==> src/rtl/isa_shared.sv <==
// Definitions shared across the ISA front end: reset vector default and fetch FSM states.
package isa_shared;

    localparam logic [31:0] RESET_PC_DEFAULT = 32'h0000_0000;

    typedef enum logic {
        RUN   = 1'b0,
        DRAIN = 1'b1
    } fetch_state_t;

endpackage

==> src/rtl/fetch_fifo.sv <==
// Instruction buffer holding fetched words tagged with their PC; head is shown combinationally.
module fetch_fifo #(
    parameter int DATA_WIDTH = 32,
    parameter int DEPTH      = 4
) (
    input  logic                      clk,
    input  logic                      rst,
    input  logic                      flush,
    input  logic                      push,
    input  logic [DATA_WIDTH-1:0]     push_word,
    input  logic [DATA_WIDTH-1:0]     push_pc,
    input  logic                      pop,
    output logic                      head_valid,
    output logic [DATA_WIDTH-1:0]     head_word,
    output logic [DATA_WIDTH-1:0]     head_pc,
    output logic [$clog2(DEPTH):0]    count
);

    localparam int AW = $clog2(DEPTH);
    localparam int CW = AW + 1;

    logic [DATA_WIDTH-1:0] word_mem [DEPTH];
    logic [DATA_WIDTH-1:0] pc_mem   [DEPTH];
    logic [AW-1:0]         wr_ptr;
    logic [AW-1:0]         rd_ptr;
    logic                  do_pop;

    always_comb begin
        head_valid = (count != '0);
        do_pop     = pop && head_valid;
        head_word  = head_valid ? word_mem[rd_ptr] : '0;
        head_pc    = head_valid ? pc_mem[rd_ptr]   : '0;
    end

    always_ff @(posedge clk) begin
        if (push && !flush && !rst) begin
            word_mem[wr_ptr] <= push_word;
            pc_mem[wr_ptr]   <= push_pc;
        end
    end

    always_ff @(posedge clk) begin
        if (rst || flush) begin
            wr_ptr <= '0;
            rd_ptr <= '0;
            count  <= '0;
        end else begin
            if (push) begin
                wr_ptr <= wr_ptr + AW'(1);
            end
            if (do_pop) begin
                rd_ptr <= rd_ptr + AW'(1);
            end
            count <= count + CW'(push) - CW'(do_pop);
        end
    end

endmodule

==> src/rtl/fetch_unit.sv <==
// Instruction fetch: credit-limited request stream, in-order response buffering, redirect with stale-response drain.
module fetch_unit
    import isa_shared::*;
#(
    parameter int                    DATA_WIDTH = 32,
    parameter logic [DATA_WIDTH-1:0] RESET_PC   = DATA_WIDTH'(RESET_PC_DEFAULT),
    parameter int                    FIFO_DEPTH = 4
) (
    input  logic                  clk,
    input  logic                  rst,
    output logic                  imem_req_valid,
    input  logic                  imem_req_ready,
    output logic [DATA_WIDTH-1:0] imem_req_addr,
    input  logic                  imem_resp_valid,
    input  logic [DATA_WIDTH-1:0] imem_resp_data,
    input  logic                  redirect_valid,
    input  logic [DATA_WIDTH-1:0] redirect_pc,
    output logic                  inst_valid,
    input  logic                  inst_ready,
    output logic [DATA_WIDTH-1:0] inst_data,
    output logic [DATA_WIDTH-1:0] inst_pc
);

    localparam int CW = $clog2(FIFO_DEPTH) + 1;
    localparam logic [DATA_WIDTH-1:0] PC_STEP = DATA_WIDTH'(4);

    fetch_state_t          state;
    logic [DATA_WIDTH-1:0] fetch_pc;
    logic [DATA_WIDTH-1:0] resp_pc;
    logic [CW-1:0]         outstanding;
    logic [CW-1:0]         drop_count;
    logic [CW-1:0]         fifo_count;

    logic                  handshake;
    logic                  push;
    logic                  pop;
    logic [CW:0]           credit_used;
    logic [CW-1:0]         outstanding_next;
    logic [DATA_WIDTH-1:0] redirect_target;

    // Buffered words plus in-flight requests may never exceed the buffer depth,
    // so every response always has a slot even without backpressure.
    always_comb begin
        credit_used      = {1'b0, fifo_count} + {1'b0, outstanding};
        imem_req_valid   = !rst && (state == RUN) && (credit_used < (CW+1)'(FIFO_DEPTH));
        imem_req_addr    = fetch_pc;
        handshake        = imem_req_valid && imem_req_ready;
        push             = imem_resp_valid && (state == RUN) && !redirect_valid;
        pop              = inst_valid && inst_ready && !redirect_valid;
        outstanding_next = outstanding + CW'(handshake) - CW'(imem_resp_valid);
        redirect_target  = redirect_pc & ~DATA_WIDTH'(3);
    end

    always_ff @(posedge clk) begin
        if (rst) begin
            state       <= RUN;
            fetch_pc    <= RESET_PC;
            resp_pc     <= RESET_PC;
            outstanding <= '0;
            drop_count  <= '0;
        end else begin
            outstanding <= outstanding_next;
            if (redirect_valid) begin
                // Everything still in flight after this cycle belongs to the old stream.
                fetch_pc   <= redirect_target;
                resp_pc    <= redirect_target;
                drop_count <= outstanding_next;
                state      <= (outstanding_next != '0) ? DRAIN : RUN;
            end else begin
                if (handshake) begin
                    fetch_pc <= fetch_pc + PC_STEP;
                end
                if (push) begin
                    resp_pc <= resp_pc + PC_STEP;
                end
                if (state == DRAIN && imem_resp_valid) begin
                    drop_count <= drop_count - CW'(1);
                    if (drop_count == CW'(1)) begin
                        state <= RUN;
                    end
                end
            end
        end
    end

    fetch_fifo #(
        .DATA_WIDTH (DATA_WIDTH),
        .DEPTH      (FIFO_DEPTH)
    ) u_fifo (
        .clk        (clk),
        .rst        (rst),
        .flush      (redirect_valid),
        .push       (push),
        .push_word  (imem_resp_data),
        .push_pc    (resp_pc),
        .pop        (pop),
        .head_valid (inst_valid),
        .head_word  (inst_data),
        .head_pc    (inst_pc),
        .count      (fifo_count)
    );

endmodule

==> config.mk <==
export PLATFORM = sky130hd
export DESIGN_NAME = fetch_unit
export DESIGN_NICKNAME = d
export VERILOG_FILES = /design/src/rtl/isa_shared.sv /design/src/rtl/fetch_fifo.sv /design/src/rtl/fetch_unit.sv
export SDC_FILE = /design/constraint.sdc
export NUM_CORES = 1
export LEC_CHECK = 0
export BUFFER_PORTS_ARGS = -buffer_cell sky130_fd_sc_hd__buf_2
export CAP_MARGIN = 30
export CORE_ASPECT_RATIO = 1.4
export CORE_MARGIN = 2
export CORE_UTILIZATION = 50
export CTS_CLUSTER_SIZE = 30
export DETAILED_ROUTE_END_ITERATION = 8
export GPL_ROUTABILITY_DRIVEN = 0
export PLACE_DENSITY = 0.76
export SKIP_LAST_GASP = 1
export SYNTH_ARGS = -nofsm -noshare
export SYNTH_HDL_FRONTEND = slang
export SYNTH_SLANG_ARGS = --single-unit
==> constraint.sdc <==
create_clock -name clk -period 9.28 [get_ports clk]
set_input_delay 1.856 -clock clk [delete_from_list [all_inputs] [get_ports clk]]
set_output_delay 1.856 -clock clk [all_outputs]
set_load 0.01 [all_outputs]
==> results by group <==
Outcome
  – Outcome: completed

Yosys
  – Ys flop type: edfxtp_1
  – Library cells used by synthesis: 55
  – Avg Synthesized Cell Area: ~15 µm²
  – Register area share after synthesis: approximately 65%
  – Number of synthesized flops with an enable pin: 248
  – Syn. warnings: 0
  – Post-synthesis cell count: ~950
  – FFs w/ async S/R, synth: 0%
  – Synthesized cell area: 13800 µm²
  – Synth Register Bits: between 300 and 400

Layout
  – Area grow syn2layout: 15.2%
  – Final core occ: 58.1%
  – Reg area: 8970 µm²
  – Nets: between 1000 and 1500
  – Most frequent cells in the layout: edfxtp_1, buf_2, dfxtp_1
  – Fill count: 2197
  – Multi-input combinational cell area: 4420 µm²
  – Commonest non-fill, non-tap cell in the layout: edfxtp_1
  – Final instance area: between 15000 and 20000 µm²
  – Fraction of layout cells with a size suffix above 1: approximately a quarter
  – Antenna Diode Count: 0

Timing
  – RSZ-0062 raised after global routing: false
  – Final period utilization: approximately 57%
  – Slew margin rel.: 32.2%
  – Final Hold Fails: 0
  – Highest Clock Rate: approximately 190 MHz
  – Final setup viols: 0
  – Setup TNS: 0 ns
  – Slew Limit Fails: 0
  – Min Clock Period, post-route: approximately 5.3 ns
  – Tightest Pin Transition: 1.01 ns
  – Clock Skew: 0.0152 ns

Critical path
  – CP Launch Type: primary input
  – Slowest cell on the critical path: buf_2
  – Buffers plus inverters on the worst setup path: 3
  – Worst-path cell chain: buf_2, nor3_2, nand3_1, inv_1, buf_2
  – Crit-path max FO: 43
  – Req. time, crit path: between 7 and 8 ns
  – Top cell by count, worst path: buf_2
  – Crit path kind: in -> out
  – CP delay by family, top: buffers and inverters
  – WP data arrival: 3.46 ns
  – CP Capture Type: primary output
  – Max stage delay on crit path: approximately 0.66 ns

Die
  – Row Count: a little over 70
  – Core area: roughly 27000 µm²
  – Die Height: around 200 µm
  – Chip Width: 144 µm
  – Starting Density: between 50% and 60%
  – Top-Level Pins: ~170
  – Die area: about 29000 µm²

Place
  – Number of I/O port buffers: around 160
  – DP HPWL: around 17 mm
  – Placed inst area: 14900 µm²

Global route
  – Global-route wire length before repair: 43.4 mm
  – Gr usage total: a little under a fifth
  – Initial antenna violation count: 0
  – Total congestion overflow: 0
  – Largest net degree at the start of global routing: 91
  – Vias in the first global route: 8392

Route
  – Starting DRT DRC Count: 431
  – DRC viols: 0
  – Antenna-violating nets left: 0
  – DRT Pass-1 Iters: 4
  – Drt wl/cell: 18.6 µm
  – WL final: around 27 mm
  – Vias: about 8400
  – Vias/cell: 5.67

Clocking
  – CTS tree: built
  – Root buf cell: clkbuf_16
  – Bufs on Longest Clock Path: 3
  – Setup Fix Bufs, Post-CTS: 0
  – Worst-path clk slew: about 0.06 ns
  – TritonCTS buffer count: 30
  – Clk_lat worst skew: 0.55 ns
  – Hold Buf Count CTS: 0
  – CTS H-tree depth: 1
  – Num Clock Sinks: about 320
  – Number of gates resized after cts: 0

Pwr
  – Flop pwr share: between 50% and 60%
  – Net switching power: 661 µW
  – Power share of the combinational group: 6.9%
  – Tot Pwr: roughly 3000 µW
  – Switching share of power: 21.6%
  – Pleak: ~0.0056 µW
  – Clock share of power: a little under 40%
  – Worst vdd ir: about 0.11 mV
  – Pwr dens: 192 nW/µm²
  – P_int: between 2000 and 2500 µW

Flow run
  – Max_cap viols: 0

Min path
  – Worst hold path type: reg -> reg
[power groups by stage]
| stage | logic, µW | clock network [µW] | registers, µW |
|---|---|---|---|
| 5_1_grt | 236 | 1290 | 1650 |
| 3_3_place_gp | 206 | 0 | 1670 |
| 4_1_cts | 213 | 1240 | 1640 |
| 3_5_place_dp | 212 | 0 | 1670 |
| 6_report | 210 | 1210 | 1640 |
| 2_1_floorplan | 140 | 0 | 1660 |
[synth_stat cells (14+ instances only)]
cell type / n / area share [%]
a211oi_1: 24 / 1.3
a21oi_1: 28 / 1.0
and2_1: 70 / 3.2
and4_1: 17 / 1.1
clkbuf_1: 46 / 1.3
dfxtp_1: 76 / 11
edfxtp_1: 248 / 54
ha_1: 14 / 1.3
inv_1: 39 / 1.1
mux4_2: 62 / 10
nand2_1: 31 / 0.84
nand3_1: 22 / 0.80
nand4_1: 20 / 0.91
nor2_1: 40 / 1.1
nor3_1: 14 / 0.51
nor4_1: 21 / 0.95
o21ai_0: 15 / 0.54
o31a_1: 15 / 0.95
xnor2_1: 17 / 1.1
[path summary, 6_finish.rpt]
check | start | slack, ns | cells after the start | to
max | rst | 3.97 | 5 | imem_req_valid
min reg2reg | u_fifo.rd_ptr[1] | 0.53 | 2 | register
max reg2reg | u_fifo.count[2] | 6.41 | 11 | state
min | u_fifo.rd_ptr[1] | 0.53 | 2 | register
[flip-flops by register name (all words and copies together) (netlist names), named ones only]
register         flops
drop_count           3
imem_req_addr       30
outstanding          3
resp_pc             30
state                1
u_fifo.count         3
u_fifo.pc_mem      120
u_fifo.rd_ptr        2
u_fifo.word_mem    128
u_fifo.wr_ptr        2
[final cells by class]
cell class                      count  area share, %
Timing Repair Buffer              172           5.79
Tap cell                          370           2.91
Clock buffer                       41           5.70
Inverter                           39          0.920
Multi-Input combinational cell    520           27.8
Sequential cell                   324           56.4
Clock inverter                     11          0.503
[routing by layer]
layer / up-vias / GRT usage (%) / part of all wire, %
met2: 199 / 33.6 / 52
met4: 0 / 5.48 / 1.8
li1: 3954 / - / -
met1: 4181 / 24.8 / 42
met3: 36 / 2.22 / 4.0
met5: - / 0 / 0
[logic make-up (layout without fill, tap and decap cells)]
logic type                 after synthesis  in the layout  synth area share, %
and+or+nand+nor                        279            279                 11.7
xor gates and xnor gates                21             21                 1.33
buffers and inverters                  105            263                 3.17
adders and majority gates               16             16                 1.56
AOI/OAI and AO/OA                      136            136                 6.98
other                                    1              4               0.0272
DFF                                    324            324                 64.9
muxes                                   64             64                 10.3
[worst min-delay path, stage by stage (launching register included)]
cell and delay, ns:
dfxtp_1 0.33, xnor2_1 0.11, nor2_1 0.05
[per-stage QoR]
step	setup slack [ns]	std cells	hold slack (ns)
2_1_floorplan	4.74	949	0.484
3_3_place_gp	3.98	1423	0.504
3_5_place_dp	3.98	1424	0.513
4_1_cts	3.95	1476	0.531
5_1_grt	3.84	1477	0.554
6_report	3.97	1477	0.528
(Power assumes the default switching activity.)
